===== src/rtl/uart_cmd_bridge.sv =====
// Purpose : turns UART command frames (write 0x57 / read 0x52) into single register-bus accesses and replies over UART.
// Latency : bus request rises one cycle after the last frame byte; first reply byte one cycle after ack (if TX idle).
// Backpress: reply bytes wait for TX_BUSY_I low and a full busy 1->0 handshake; RX bytes in BUS/REPLY are dropped.
//
// Ports:
//   CLK_I, RESET_N_I                  clock, asynchronous active-low reset
//   RX_DATA_I/RX_VALID_I/RX_ERROR_I   received byte stream from the UART receiver
//   TX_DATA_O/TX_VALID_O/TX_BUSY_I    reply byte stream to the UART transmitter
//   BUS_*                             register bus: address, write data, we/re held until BUS_ACK_I
//   BUSY_O                            high whenever a frame is in progress
module uart_cmd_bridge #(
    parameter int TIMEOUT = 100000
) (
    input  logic        CLK_I,
    input  logic        RESET_N_I,
    input  logic [7:0]  RX_DATA_I,
    input  logic        RX_VALID_I,
    input  logic        RX_ERROR_I,
    output logic [7:0]  TX_DATA_O,
    output logic        TX_VALID_O,
    input  logic        TX_BUSY_I,
    output logic [7:0]  BUS_ADDR_O,
    output logic [31:0] BUS_WDATA_O,
    output logic        BUS_WE_O,
    output logic        BUS_RE_O,
    input  logic [31:0] BUS_RDATA_I,
    input  logic        BUS_ACK_I,
    output logic        BUSY_O
);

    localparam int              TW       = $clog2(TIMEOUT + 1);
    localparam logic [TW-1:0]   TMO_LAST = TW'(TIMEOUT - 1);
    localparam logic [TW-1:0]   TMO_MAX  = TW'(TIMEOUT);

    localparam logic [7:0] CMD_WR  = 8'h57;
    localparam logic [7:0] CMD_RD  = 8'h52;
    localparam logic [7:0] RPL_OK  = 8'h4B;
    localparam logic [7:0] RPL_UNK = 8'h3F;
    localparam logic [7:0] RPL_TMO = 8'h45;

    typedef enum logic [2:0] {S_IDLE, S_ADDR, S_WDATA, S_BUS, S_REPLY} state_t;
    typedef enum logic [1:0] {TX_SEND, TX_WAIT_HI, TX_WAIT_LO} tx_phase_t;

    state_t         state;
    tx_phase_t      tx_phase;
    logic           is_write;
    logic [1:0]     byte_cnt;
    logic [1:0]     reply_left;   // reply bytes still to go after the one in reply_buf[31:24]
    logic [31:0]    reply_buf;
    logic [TW-1:0]  tmo_cnt;
    logic [TW-1:0]  tmo_inc;
    logic           tmo_hit;

    // Saturating increment: the counter never wraps even if left counting.
    assign tmo_inc = (tmo_cnt == TMO_MAX) ? tmo_cnt : tmo_cnt + 1'b1;
    // The cycle in which the count reaches TIMEOUT-1 is the TIMEOUT-th cycle spent waiting.
    assign tmo_hit = (tmo_cnt >= TMO_LAST);
    assign BUSY_O  = (state != S_IDLE);

    always_ff @(posedge CLK_I or negedge RESET_N_I) begin
        if (!RESET_N_I) begin
            state       <= S_IDLE;
            tx_phase    <= TX_SEND;
            is_write    <= 1'b0;
            byte_cnt    <= 2'd0;
            reply_left  <= 2'd0;
            reply_buf   <= 32'h0;
            tmo_cnt     <= '0;
            TX_DATA_O   <= 8'h00;
            TX_VALID_O  <= 1'b0;
            BUS_ADDR_O  <= 8'h00;
            BUS_WDATA_O <= 32'h0;
            BUS_WE_O    <= 1'b0;
            BUS_RE_O    <= 1'b0;
        end else begin
            TX_VALID_O <= 1'b0;
            case (state)
                S_IDLE: begin
                    tmo_cnt <= '0;
                    // A framing error in the same cycle as a byte discards the byte.
                    if (RX_VALID_I && !RX_ERROR_I) begin
                        if (RX_DATA_I == CMD_WR || RX_DATA_I == CMD_RD) begin
                            is_write <= (RX_DATA_I == CMD_WR);
                            state    <= S_ADDR;
                        end else begin
                            reply_buf  <= {RPL_UNK, 24'h0};
                            reply_left <= 2'd0;
                            tx_phase   <= TX_SEND;
                            state      <= S_REPLY;
                        end
                    end
                end
                S_ADDR: begin
                    if (RX_ERROR_I) begin
                        state <= S_IDLE;
                    end else if (RX_VALID_I) begin
                        BUS_ADDR_O <= RX_DATA_I;
                        tmo_cnt    <= '0;
                        if (is_write) begin
                            byte_cnt <= 2'd0;
                            state    <= S_WDATA;
                        end else begin
                            BUS_RE_O <= 1'b1;
                            state    <= S_BUS;
                        end
                    end else if (tmo_hit) begin
                        state <= S_IDLE;
                    end else begin
                        tmo_cnt <= tmo_inc;
                    end
                end
                S_WDATA: begin
                    if (RX_ERROR_I) begin
                        state <= S_IDLE;
                    end else if (RX_VALID_I) begin
                        BUS_WDATA_O <= {BUS_WDATA_O[23:0], RX_DATA_I};
                        byte_cnt    <= byte_cnt + 2'd1;
                        tmo_cnt     <= '0;
                        if (byte_cnt == 2'd3) begin
                            BUS_WE_O <= 1'b1;
                            state    <= S_BUS;
                        end
                    end else if (tmo_hit) begin
                        state <= S_IDLE;
                    end else begin
                        tmo_cnt <= tmo_inc;
                    end
                end
                S_BUS: begin
                    if (BUS_ACK_I) begin
                        BUS_WE_O   <= 1'b0;
                        BUS_RE_O   <= 1'b0;
                        reply_buf  <= is_write ? {RPL_OK, 24'h0} : BUS_RDATA_I;
                        reply_left <= is_write ? 2'd0 : 2'd3;
                        tx_phase   <= TX_SEND;
                        state      <= S_REPLY;
                    end else if (tmo_hit) begin
                        BUS_WE_O   <= 1'b0;
                        BUS_RE_O   <= 1'b0;
                        reply_buf  <= {RPL_TMO, 24'h0};
                        reply_left <= 2'd0;
                        tx_phase   <= TX_SEND;
                        state      <= S_REPLY;
                    end else begin
                        tmo_cnt <= tmo_inc;
                    end
                end
                S_REPLY: begin
                    case (tx_phase)
                        TX_SEND: begin
                            if (!TX_BUSY_I) begin
                                TX_VALID_O <= 1'b1;
                                TX_DATA_O  <= reply_buf[31:24];
                                tx_phase   <= TX_WAIT_HI;
                            end
                        end
                        // The transmitter must be seen to accept (busy high) before
                        // its release (busy low) counts as completion of this byte.
                        TX_WAIT_HI: begin
                            if (TX_BUSY_I) tx_phase <= TX_WAIT_LO;
                        end
                        TX_WAIT_LO: begin
                            if (!TX_BUSY_I) begin
                                if (reply_left == 2'd0) begin
                                    state <= S_IDLE;
                                end else begin
                                    reply_left <= reply_left - 2'd1;
                                    reply_buf  <= {reply_buf[23:0], 8'h00};
                                    tx_phase   <= TX_SEND;
                                end
                            end
                        end
                        default: tx_phase <= TX_SEND;
                    endcase
                end
                default: state <= S_IDLE;
            endcase
        end
    end

endmodule


===== config.mk =====
export PLATFORM = sky130hd
export DESIGN_NAME = uart_cmd_bridge
export DESIGN_NICKNAME = d
export VERILOG_FILES = /design/src/rtl/uart_cmd_bridge.sv
export SDC_FILE = /design/constraint.sdc
export NUM_CORES = 1
export LEC_CHECK = 0
export BUFFER_PORTS_ARGS = -buffer_cell sky130_fd_sc_hd__buf_2
export CAP_MARGIN = 20
export CELL_PAD_IN_SITES_DETAIL_PLACEMENT = 0
export CELL_PAD_IN_SITES_GLOBAL_PLACEMENT = 1
export CORE_MARGIN = 5
export CORE_UTILIZATION = 40
export CTS_BUF_LIST = sky130_fd_sc_hd__clkbuf_2 sky130_fd_sc_hd__clkbuf_4 sky130_fd_sc_hd__clkbuf_8
export DETAILED_ROUTE_END_ITERATION = 7
export GPL_TIMING_DRIVEN = 0
export PLACE_DENSITY = 0.77
export SLEW_MARGIN = 0
export SYNTH_ARGS = -nofsm -noshare
export SYNTH_HDL_FRONTEND = slang
export SYNTH_SLANG_ARGS = --single-unit

===== constraint.sdc =====
create_clock -name CLK_I -period 2.29 [get_ports CLK_I]
set_input_delay 0.1145 -clock CLK_I [delete_from_list [all_inputs] [get_ports CLK_I]]
set_output_delay 0.1145 -clock CLK_I [all_outputs]
set_load 0.03 [all_outputs]

==> After elaboration in Yosys (flattened, before gate mapping) <==
Index checks and enable logic that the tools add are counted.
{ "word_totals": {"register_bits": 110, "in_bits": 46, "output_inout_bits": 52, "wordCells": 139} }
{ "classes": {"add_sub_neg": 3, "order_cmp": 1, "eq_ne": 31, "muxes": 65, "n_bitwise": 2, "reduce_logical": 24} }
{ "op_table": {"columns": ["cell", "n"], "rows": [
  ["two-way mux 32 bit", 8],
  ["case mux 32 bit (3 select lines)", 1],
  ["two-way mux 17 bit", 5],
  ["case mux 17 bit (3 select lines)", 1],
  ["two-way mux 3 bit", 13],
  ["two-way mux 2 bit", 18],
  ["inequality test 2 bit, second input constant", 15],
  ["case mux 2 bit (3 select lines)", 3],
  ["adder 17 x 1 -> 17 bit, second input constant", 1],
  ["== test 17 bit, second input constant", 1],
  [">= comparator 17 bit, second input constant", 1],
  ["== test 8 x 7 -> 1 bit, second input constant", 2],
  ["inequality test 3 bit, second input constant", 5],
  ["case mux 3 bit (5 select lines)", 1],
  ["AND reduction 3 bit", 5],
  ["two-way mux 1 bit", 12],
  ["AND reduction 6 bit", 2],
  ["AND reduction 5 bit", 2],
  ["nonzero test 3 bit", 3],
  ["AND reduction 8 bit", 1],
  ["AND reduction 7 bit", 1],
  ["== test 3 x 2 -> 1 bit, second input constant", 2],
  ["nonzero test 2 bit", 3],
  ["== test 2 bit, second input constant", 2],
  ["15 further kinds", 18]
]} }

==> Depth between registers and ports, before layout <==
Gate-level depths: netlist of the first run.
{ "logic_depth": {"depth_word": 6, "mapped_depth": 9, "ltp_nobuf": 7} }

==> Worst setup path before layout of the first run <==
Ideal clock, no wire load.
{ "synth_path": {"path_kind": "flip-flop to flip-flop", "start": "register tmo_cnt[0]", "end": "register reply_buf[10]", "setup_time_ps": 127, "t_arrival_ps": 2232, "required_ps": 2163, "path_slack_ps": -70, "stages_incl_launch_ff": 9, "path_buffers": 1, "period_less_slack_ps": 2360, "path_cell_list": "dfrtp_1 > ha_1 > nand4_1 > nor3_1 > a221o_1 > o31a_1 > a21oi_4 > buf_6 > mux2_1"} }
{ "synth_via": {"elab_chain_cells": 3} }
{ "synth_lines": {"columns": ["item", "line", "text"], "rows": [
  ["start: declaration", "50", "logic [TW-1:0] tmo_cnt;"],
  ["start signal: assignment", "109", "tmo_cnt <= tmo_inc;"],
  ["start signal: assignment", "126", "tmo_cnt <= tmo_inc;"],
  ["start signal: assignment", "145", "tmo_cnt <= tmo_inc;"],
  [">= comparator 17 bit", "57", "assign tmo_hit = (tmo_cnt >= TMO_LAST);"],
  ["inequality test 3 bit (no line)", null, null],
  ["AND reduction 7 bit (no line)", null, null],
  ["end signal: assignment", "86", "reply_buf <= {RPL_UNK, 24'h0};"],
  ["end signal: assignment", "133", "reply_buf <= is_write ? {RPL_OK, 24'h0} : BUS_RDATA_I;"],
  ["end signal: assignment", "140", "reply_buf <= {RPL_TMO, 24'h0};"],
  ["end: declaration", "49", "logic [31:0] reply_buf;"]
]} }
Every way passes these cells.
A chain may end at the register's enable or synchronous reset.

==> Final worst setup path of the first run <==
{ "layout_path": {"start": "register tmo_cnt[14]", "end": "register reply_buf[31]"} }
The elaborated chain is that of the path after synthesis.

==> impl_metrics.toml, run 1 <==
[synthesis]
synth_cell_type_count = 54
xor_xnor_cell_area_share_of_the_yosys_netlist_pct = 0.339
postSynthAreaPerCell_sq_um = 10.1
synth-edff-count = 0
main_combinational_cell_family_by_area_after_synthesis = "simple AND/OR/NAND/NOR gates"
ys_dominant_reg_cell = "sky130_fd_sc_hd__dfrtp_1"
synth_mux_area_share_pct = 9.09
mappedNetlistNets = 563
syn-cell-area_sq_um = 5160
synth_simple_gate_area_share_pct = 17.6
asyncSetResetFlopFracSynth_pct = 100
synth_adder_area_share_pct = 0.970
yosysTopAreaCellShare_pct = 53.3
synth.yosys.warnings = 0
synth_compound_area_share_pct = 15.3
synthCells = 513
synth_sequential_area_ratio_pct = 53.3
ys_seq_elements = 110
synth.largest_area_cell = "sky130_fd_sc_hd__dfrtp_1"
synth_top_cells_by_area = "sky130_fd_sc_hd__dfrtp_1, sky130_fd_sc_hd__nand2_1, sky130_fd_sc_hd__a22o_1"

[finish]
final_cell_count_without_fillers = 838
area_delta_synth_final_pct = 28.5
finalNetCount = 713
layout-drive-gt1-share_pct = 31.8
filler_cell_count = 1232
num_antenna_cells = 0

[global_route]
via_count_of_the_first_global_routing_pass = 4275
groute.usage.overall_pct = 17.8
groute.layer.met3.usage_pct = 3.09
grt_pass1_wl_um = 21500
pin_count_of_the_biggest_net_entering_global_routing = 58
grt_busiest_layer = "met2"
grt_use_met2_pct = 28.2
global_route.overflow_total = 0
grt_antenna_before_repair = 0
global_route.usage.met1_pct = 24.8

[sta]
max_freq_mhz = 419
rsz0062_at_grt = "true"
final_period_minus_worst_setup_slack_ns = 2.39
timing.final.crit_share_pct = 104
maxSlewHeadroom_pct = 51.3
hold_violations = 0
tns_ns = -2.27
timing.final.setup_violations = 34
worst_pin_slew_ns = 0.731
post-route-worst-setup-slack_ns = -0.0982
finalClockSkew_ns = 0.00577
report.final.slew_viol_count = 0

[pwr]
cell_internal_pwr_mw = 3.17
power.switching_fraction_pct = 32.4
power_density_over_cell_area_nw_per_um2 = 706
vdd.ir_drop.worst_mv = 0.581
combPwrFrac_pct = 29.5
power_frac_seq_pct = 48.0
total_leakage_power_nw = 3.48
clock_power_share_pct = 22.5
switching_power_mw = 1.52

[floorplan]
rows = 41
core_area_sq_um = 12600
start_util_pct = 40.9
dieArea_sq_um = 15300
die_x_um = 124
floorplan.die.height_um = 124
floorplan.io_pins = 98

[setup_path]
cp.arrival_ns = 2.65
critical_path_class = "reg2reg"
category_of_the_worst_setup_path_launch_point = "register"
setup.worst_path.end_class = "register"
regToRegSetupSlack_ns = -0.1
worst-endpoint-required_ns = 2.56
path_max_fanout = 6

[route]
drt-total-wl_um = 13200
first_iter_violations = 188
drtAntennaViolNets = 0
routed_wire_length_per_instance_um = 15.7
detailedRoute.firstPassIterationCount = 4
drt-vias-per-instance = 5.12
route.vias.total = 4287
drc = 0

[placement]
final_gp_congestion = 0.854
detailedPlacementHpwl_um = 9190
buffers_on_ports = 96
placed_cells_incl_taps = 782

[clocking]
worstSkewPairLatency_ns = 0.37
cts_tree = "done"
buffer_type_at_the_clock_tree_root = "sky130_fd_sc_hd__clkbuf_8"
cts_made_buffers = 9
clk_transition_reported_paths_ns = 0.09
cts_htree_levels = 3
numClockSinks = 110
clock_path_buffers = 2

[status]
failing_checks = "setup timing"
status = "finished with violations"

[hold_path]
hold_path.class = "in2reg"

[run]
drv_cap = 0
==> state kept, by name, indices dropped and copies added (netlist names) <==
register     flops
TX_VALID_O       1
BUS_ADDR_O       8
tmo_cnt         17
tx_phase         2
BUS_WE_O         1
TX_DATA_O        8
BUS_RE_O         1
BUS_WDATA_O     32
state            3
reply_buf       32
byte_cnt         2
reply_left       2
is_write         1
==> cell usage after synthesis, types with 5 or more instances <==
cell,n
sky130_fd_sc_hd__nand4_1,5
sky130_fd_sc_hd__mux2_1,20
sky130_fd_sc_hd__a31oi_1,8
sky130_fd_sc_hd__a21oi_1,22
sky130_fd_sc_hd__dfrtp_1,110
sky130_fd_sc_hd__nor2_1,24
sky130_fd_sc_hd__o21ai_0,29
sky130_fd_sc_hd__nand2b_1,5
sky130_fd_sc_hd__nand2_1,119
sky130_fd_sc_hd__inv_1,17
sky130_fd_sc_hd__mux2_2,19
sky130_fd_sc_hd__nor3_1,5
sky130_fd_sc_hd__a22o_1,26
sky130_fd_sc_hd__clkbuf_1,19
sky130_fd_sc_hd__nand3_1,11
==> cells in the final DEF, fill, tap and decap left out, types with 5 or more instances in the layout <==
cell / netlist / layout
sky130_fd_sc_hd__nand2_1: 119 / 117
sky130_fd_sc_hd__dfrtp_1: 110 / 106
sky130_fd_sc_hd__buf_2: 2 / 98
sky130_fd_sc_hd__o21ai_0: 29 / 29
sky130_fd_sc_hd__a22o_1: 26 / 26
sky130_fd_sc_hd__mux2_4: 0 / 23
sky130_fd_sc_hd__buf_4: 1 / 23
sky130_fd_sc_hd__a21oi_1: 22 / 22
sky130_fd_sc_hd__nor2_1: 24 / 21
sky130_fd_sc_hd__inv_1: 17 / 17
sky130_fd_sc_hd__mux2_2: 19 / 16
sky130_fd_sc_hd__dlygate4sd3_1: 0 / 16
sky130_fd_sc_hd__clkbuf_1: 19 / 11
sky130_fd_sc_hd__nand3_1: 11 / 11
sky130_fd_sc_hd__clkbuf_8: 0 / 10
sky130_fd_sc_hd__a31oi_1: 8 / 8
sky130_fd_sc_hd__clkbuf_2: 0 / 7
sky130_fd_sc_hd__nand4_1: 5 / 5
==> metrics by stage <==
step	instance area, sq um	utilization, %	total power [mW]	hold slack, ns	setup slack (ns)
floorplan	5170	-	3.06	-0.181	-0.0202
global placement	5860	46.5	3.41	0.332	-0.370
CTS	6450	51.1	4.67	0.00236	-0.119
finish	6630	52.6	4.68	0.0211	-0.0982
detailed placement	5890	46.7	3.45	0.217	-0.416
global route	6630	52.6	4.95	0.0113	-0.161
==> logic make-up after synthesis <==
| kind of cell | after synthesis |
|---|---|
| DFF | 110 |
| muxes | 42 |
| and+or+nand+nor | 201 |
| AOI/OAI and AO/OA | 113 |
| buffers and inverters | 41 |
| adders and majority gates | 4 |
| xor gates and xnor gates | 2 |
==> what timing repair did <==
action,in CTS,in global routing
hold endpoints to repair,71,0
gates cloned,3,0
gates resized for setup,29,33
setup endpoints to repair,58,77
pin swaps,5,15
hold buffers,16,0
buffers inserted,10,13
==> power by group through the flow <==
stage | Sequential, mW | Combinational [mW] | Clock (mW)
final | 2.25 | 1.38 | 1.05
after global routing | 2.28 | 1.51 | 1.17
after CTS | 2.25 | 1.32 | 1.10
after detailed placement | 2.29 | 1.17 | 0
after global placement | 2.27 | 1.13 | 0
after floorplan | 2.43 | 0.634 | 0
==> critical path, stage by stage (launching register included) <==
cell                      delay [ns]
sky130_fd_sc_hd__dfrtp_1        0.45
sky130_fd_sc_hd__nor4_4         0.08
sky130_fd_sc_hd__and4b_2        0.26
sky130_fd_sc_hd__a221o_1        0.39
sky130_fd_sc_hd__o31a_1         0.32
sky130_fd_sc_hd__a21oi_4        0.28
sky130_fd_sc_hd__buf_4          0.18
sky130_fd_sc_hd__mux2_2         0.32
==> routing by layer <==
layer,part of all wire [%],vias up,routed length (um)
met5,0,-,0
met4,1.6,0,207
met3,3.8,15,507
met2,49,81,6440
met1,46,2084,6020
li1,-,2107,-
==> area by class of cell <==
type / count / area [sq um] / area share [%]
Tap cell: 172 / 215 / 3.24
Buffer: 24 / 129 / 1.94
Clock buffer: 12 / 153 / 2.30
Sequential cell: 110 / 2760 / 41.6
Multi-Input combinational cell: 362 / 2400 / 36.2
Inverter: 17 / 63.8 / 0.962
Clock inverter: 2 / 10.0 / 0.151
Timing Repair Buffer: 139 / 906 / 13.7
==> path summary, 6_finish.rpt <==
kind	start	to	depth (start not counted)
max in group asynchronous	RESET_N_I	BUS_ADDR_O[2]	3
setup reg to reg	tmo_cnt[14]	reply_buf[31]	7
hold reg to reg	BUS_WDATA_O[24]	BUS_WDATA_O[24]	2
hold / removal	RX_DATA_I[5]	BUS_ADDR_O[5]	2
min in group asynchronous	RESET_N_I	tmo_cnt[15]	2
setup / recovery	tmo_cnt[14]	reply_buf[31]	7
Power figures use the tool's default switching activity.
==> inputs of run 2 (changes only) <==
Settings changed: BUFFER_PORTS_ARGS -buffer_cell sky130_fd_sc_hd__buf_2 to not set, CORE_UTILIZATION 40 to 46, CTS_BUF_LIST sky130_fd_sc_hd__clkbuf_2 sky130_fd_sc_hd__clkbuf_4 sky130_fd_sc_hd__clkbuf_8 to sky130_fd_sc_hd__clkbuf_8, DONT_BUFFER_PORTS set to 1.
==> run 2 against run 1 <==
The run ends with hold timing, setup timing left; register-to-register slack improved by 0.07 ns; clock-buffer cell count is 2 lower; final cell count decreased by 12%.
==> impl_metrics.toml, run 2 (synthesized netlist as in run 1, its figures left out) <==
[pwr]
vdd.ir_drop.worst_mv = 0.722
total_leakage_power_nw = 3.14
power_density_over_cell_area_nw_per_um2 = 731
power_mw = 4.67

[sta]
final.hold.worst_slack_ns = -0.606
timing.final.crit_share_pct = 101
tns_ns = -0.465
report.final.slew_viol_count = 0
max_freq_mhz = 432
final_period_minus_worst_setup_slack_ns = 2.32
timing.final.setup_violations = 28
worst_pin_slew_ns = 0.500
finalClockSkew_ns = 0.0203
maxSlewHeadroom_pct = 66.6
post-route-worst-setup-slack_ns = -0.0266
hold_violations = 110
rsz0062_at_grt = "true"

[clocking]
cts_hold_buffers = 44
worstSkewPairLatency_ns = 0.40
numClockSinks = 110
buffer_type_at_the_clock_tree_root = "sky130_fd_sc_hd__clkbuf_8"
cts_made_buffers = 9
clock_path_buffers = 2
cts_tree = "done"
clk_transition_reported_paths_ns = 0.12
cts_htree_levels = 3

[floorplan]
dieArea_sq_um = 13400
core_area_sq_um = 10900
rows = 38
start_util_pct = 47.2
die_x_um = 116
floorplan.io_pins = 98
floorplan.die.height_um = 116

[route]
first_iter_violations = 297
drtAntennaViolNets = 0
drc = 0
detailedRoute.firstPassIterationCount = 5
route.vias.total = 4055
drt-vias-per-instance = 5.52
drt-total-wl_um = 13200
routed_wire_length_per_instance_um = 17.9

[setup_path]
path_max_fanout = 7
critical_path.cell_chain = "nor4_4 > and4b_2 > a221o_1 > o31a_1 > a21oi_4 > buf_12 > buf_8 > mux2_4"
worst-endpoint-required_ns = 2.57
worst_path_max_delay_cell = "sky130_fd_sc_hd__dfrtp_1"
cp.arrival_ns = 2.60
category_of_the_worst_setup_path_launch_point = "register"
crit_path_max_incr_delay_ns = 0.46
critical_path_class = "reg2reg"
setup.worst_path.end_class = "register"
worst_r2r_path_cells = 8

[finish]
area_delta_synth_final_pct = 23.8
fin_area_sq_um = 6390
filler_cell_count = 950
num_antenna_cells = 0
final_cell_mix = "sky130_fd_sc_hd__nand2_1, sky130_fd_sc_hd__dfrtp_1, sky130_fd_sc_hd__dlygate4sd3_1, sky130_fd_sc_hd__o21ai_0, sky130_fd_sc_hd__a22o_1"
total_area_of_sequential_cells_sq_um = 2760
layout-drive-gt1-share_pct = 18.8
top_regs = "BUS_WDATA_O x32, reply_buf x32, tmo_cnt x17"
final_common_cell = "sky130_fd_sc_hd__nand2_1"
finalNetCount = 640
area_of_combinational_cells_with_multiple_inputs_sq_um = 2400

[placement]
postPlaceCellArea_sq_um = 5340
buffers_on_ports = 0
dp_slack_ns = -0.366
detailedPlacementHpwl_um = 8470
final_gp_congestion = 0.832

[hold_path]
hold_path.class = "in2async"

[status]
failing_checks = "hold timing, setup timing"
status = "finished with violations"

[global_route]
grt_pass1_wl_um = 21200
global_route.overflow_total = 0
pin_count_of_the_biggest_net_entering_global_routing = 111
via_count_of_the_first_global_routing_pass = 4103
grt_antenna_before_repair = 0
groute.usage.overall_pct = 20.2

[run]
drv_cap = 0
## run 2: per-layer routing
layer | GRT usage, % | vias to the layer above | wire length [um]
li1 | - | 1969 | -
met1 | 25.9 | 1992 | 5730
met2 | 33.3 | 83 | 6560
met3 | 6.74 | 11 | 713
met4 | 5.10 | 0 | 144
met5 | 0 | - | 0
## run 2: worst max-delay path, delay by kind of cell (launching register included)
family                 cells  cell delay [ns]
DFF                        1             0.46
muxes                      1             0.29
and+or+nand+nor            2             0.32
buffers and inverters      2             0.28
AOI/OAI and AO/OA          3             0.85
## run 2: final cells by class
cell class	instances	share of cell area (%)
Multi-Input combinational cell	362	37.6
Clock inverter	6	0.686
Tap cell	140	2.74
Inverter	17	0.999
Clock buffer	10	2.16
Timing Repair Buffer	66	10.4
Buffer	24	2.19
Sequential cell	110	43.2
## run 2: per-stage QoR
| step | hold WS [ns] | cells | utilization, % |
|---|---|---|---|
| 3_3_place_gp | -0.176 | 653 | 48.9 |
| 6_report | -0.606 | 735 | 58.4 |
| 4_1_cts | -0.626 | 727 | 56.5 |
| 3_5_place_dp | -0.176 | 653 | 48.9 |
| 2_1_floorplan | -0.181 | 513 | - |
| 5_1_grt | -0.632 | 735 | 58.4 |
## run 2: path summary, 6_finish.rpt
path | from | to | slack [ns]
worst min-delay path | RESET_N_I | state[0] | -0.61
min in group CLK_I | RX_VALID_I | BUS_RE_O | 0.08
worst min register to register | reply_buf[31] | reply_buf[31] | 0.52
worst max-delay path | tmo_cnt[13] | reply_buf[16] | -0.03
worst max register to register | tmo_cnt[13] | reply_buf[16] | -0.03
max in group asynchronous | RESET_N_I | reply_buf[14] | 2.75
## run 2: where the power goes
group	switching (mW)	internal, mW
logic	0.544	0.570
clock network	0.695	0.432
registers	0.299	2.13
total	1.54	3.13
## run 2: timing repair
action,CTS,global route
pin swaps,15,6
gates cloned,2,1
setup endpoints to repair,50,86
buffers inserted,12,7
resized for setup,26,48
endpoints found under the hold margin,164,110
==> inputs of run 3 (changes only) <==
Settings changed: BUFFER_PORTS_ARGS set to -buffer_cell sky130_fd_sc_hd__buf_2, CORE_UTILIZATION 46 to 40, DONT_BUFFER_PORTS 1 to not set, SKIP_CTS_REPAIR_TIMING set to 1.
==> run 3 against run 2 <==
The flow finishes with violations (setup timing); fmax is 7.0% lower; total power shrank 1.1%; flip-flop and latch count stayed put; final area grew 2.3%; clock-buffer cell count did not move; routed wire length decreased by 1.0%; sequential power fell by 7%; worst hold slack improved by 0.63 ns; clock skew fell by 0.013 ns; clock power decreased by 9.7%; die area increased by 14%; non-clock buffer count is 65 higher.
==> impl_metrics.toml, run 3 (synthesized netlist as in run 1, its figures left out) <==
[finish]
total_area_of_sequential_cells_sq_um = 2760
layout-drive-gt1-share_pct = 30.1
finish.utilization_pct = 51.8
num_antenna_cells = 0
area_of_combinational_cells_with_multiple_inputs_sq_um = 2380
finalNetCount = 705
final_cell_mix = "sky130_fd_sc_hd__nand2_1, sky130_fd_sc_hd__dfrtp_1, sky130_fd_sc_hd__buf_2, sky130_fd_sc_hd__o21ai_0, sky130_fd_sc_hd__a22o_1"
top_regs = "BUS_WDATA_O x32, reply_buf x32, tmo_cnt x17"
final_common_cell = "sky130_fd_sc_hd__nand2_1"
area_delta_synth_final_pct = 26.6
filler_cell_count = 1231

[route]
drt-total-wl_um = 13000
route.vias.total = 4236
routed_wire_length_per_instance_um = 15.7
drt-vias-per-instance = 5.10
first_iter_violations = 201
drtAntennaViolNets = 0
drc = 0
detailedRoute.firstPassIterationCount = 4

[hold_path]
worst_hold_startpoint = "RX_DATA_I[7]"
hold_path.class = "in2reg"
worst_hold_path.num_cells = 2
worstHoldEndpoint = "BUS_ADDR_O[7]"

[setup_path]
crit_path_max_incr_delay_ns = 0.46
worst_r2r_path_cells = 7
cp.arrival_ns = 2.75
worst-endpoint-required_ns = 2.55
path_max_fanout = 6
crit-reg2reg-capture = "reply_buf[15]"
regToRegSetupSlack_ns = -0.20
worst_path_max_delay_cell = "sky130_fd_sc_hd__dfrtp_2"
setup.worst_path.end_class = "register"
critical_path_class = "reg2reg"
regToRegStartpoint = "tmo_cnt[11]"
worst_setup_path_startpoint = "tmo_cnt[11]"
category_of_the_worst_setup_path_launch_point = "register"
critical_path.cell_chain = "nor4_4 > nor2_2 > a221o_1 > o31a_1 > a21oi_4 > buf_6 > mux2_4"

[global_route]
pin_count_of_the_biggest_net_entering_global_routing = 58
via_count_of_the_first_global_routing_pass = 4137
groute.usage.overall_pct = 17.1
grt_antenna_before_repair = 0
global_route.overflow_total = 0
grt_pass1_wl_um = 20700

[sta]
max_freq_mhz = 401
maxSlewHeadroom_pct = 52.2
finalClockSkew_ns = 0.00784
final_period_minus_worst_setup_slack_ns = 2.49
rsz0062_at_grt = "true"
timing.final.crit_share_pct = 109
post-route-worst-setup-slack_ns = -0.201
report.final.slew_viol_count = 0
hold_violations = 0
worst_pin_slew_ns = 0.717
timing.final.setup_violations = 36

[pwr]
switching_power_mw = 1.51
cell_internal_pwr_mw = 3.11
power_frac_seq_pct = 48.7
power.switching_fraction_pct = 32.7
power_mw = 4.62
power_density_over_cell_area_nw_per_um2 = 707
clock_power_share_pct = 22.2
combPwrFrac_pct = 29.2
total_leakage_power_nw = 3.42
vdd.ir_drop.worst_mv = 0.579

[clocking]
cts_tree = "done"
cts_made_buffers = 9
numClockSinks = 110
clk_transition_reported_paths_ns = 0.09
clock_path_buffers = 2
worstSkewPairLatency_ns = 0.37
cts_htree_levels = 3
buffer_type_at_the_clock_tree_root = "sky130_fd_sc_hd__clkbuf_8"

[status]
failing_checks = "setup timing"
status = "finished with violations"

[floorplan]
start_util_pct = 40.9
core_area_sq_um = 12600
rows = 41
floorplan.die.height_um = 124
die_x_um = 124
floorplan.io_pins = 98
dieArea_sq_um = 15300

[placement]
final_gp_congestion = 0.854
buffers_on_ports = 96
detailedPlacementHpwl_um = 9190
dp_slack_ns = -0.416

[run]
drv_cap = 0
run 3: cell count changes in the layout (fill, tap and decap cells not counted), moves of 2 or more:
cell / previous run / this run
sky130_fd_sc_hd__dlygate4sd3_1: 44 / 16
sky130_fd_sc_hd__clkbuf_2: 8 / 5
sky130_fd_sc_hd__buf_6: 2 / 5
sky130_fd_sc_hd__buf_2: 2 / 98
sky130_fd_sc_hd__clkbuf_1: 10 / 13
sky130_fd_sc_hd__clkinvlp_4: 2 / 0
sky130_fd_sc_hd__buf_8: 6 / 1
run 3: cell type report:
cell class	instances	area share (%)
clock buffer	10	2.11
clock inverter	4	0.268
timing repair buffer	131	12.7
tap	172	3.29
sequential	110	42.2
inverter	17	0.977
buffer	24	1.93
multi-input combinational	362	36.5
run 3: power groups by stage:
stage	Sequential (mW)	Combinational, mW	Clock [mW]
3_5_place_dp	2.29	1.17	0
4_1_cts	2.25	1.17	1.06
2_1_floorplan	2.43	0.634	0
3_3_place_gp	2.27	1.13	0
6_report	2.25	1.35	1.02
5_1_grt	2.28	1.47	1.13
run 3: critical path: cells and delay by family (launching register included):
family | cells | cell delay, ns
simple gates | 2 | 0.46
mux | 1 | 0.30
compound gates | 3 | 0.98
buf+inv | 1 | 0.19
flops | 1 | 0.46
run 3: per-stage QoR:
stage               hold slack, ns  TNS (ns)  cells  cell area [sq um]
CTS                         -0.199    -14.34    796               6050
global placement             0.332    -29.87    781               5860
detailed placement           0.217    -12.80    782               5890
floorplan                   -0.181    -0.404    513               5170
global route              -0.00414     -9.74    830               6530
finish                      0.0203     -5.77    830               6530
run 3: routing by layer:
metal / vias up / part of all wire [%] / global-route usage, %
met5: - / 0 / 0
met1: 2056 / 46 / 24.3
met3: 15 / 4.1 / 3.13
li1: 2085 / - / -
met4: 0 / 1.3 / 5.81
met2: 80 / 49 / 26.6
run 3: how the worst max path moves through the flow:
stage                          endpoint  slack, ns  depth (start not counted)
after floorplan           reply_buf[10]      -0.02                          8
after global placement    reply_buf[23]      -0.37                          7
after detailed placement  reply_buf[16]      -0.42                          7
after CTS                 reply_buf[16]      -0.44                          7
after global routing      reply_buf[16]      -0.29                          7
final                     reply_buf[15]      -0.20                          7
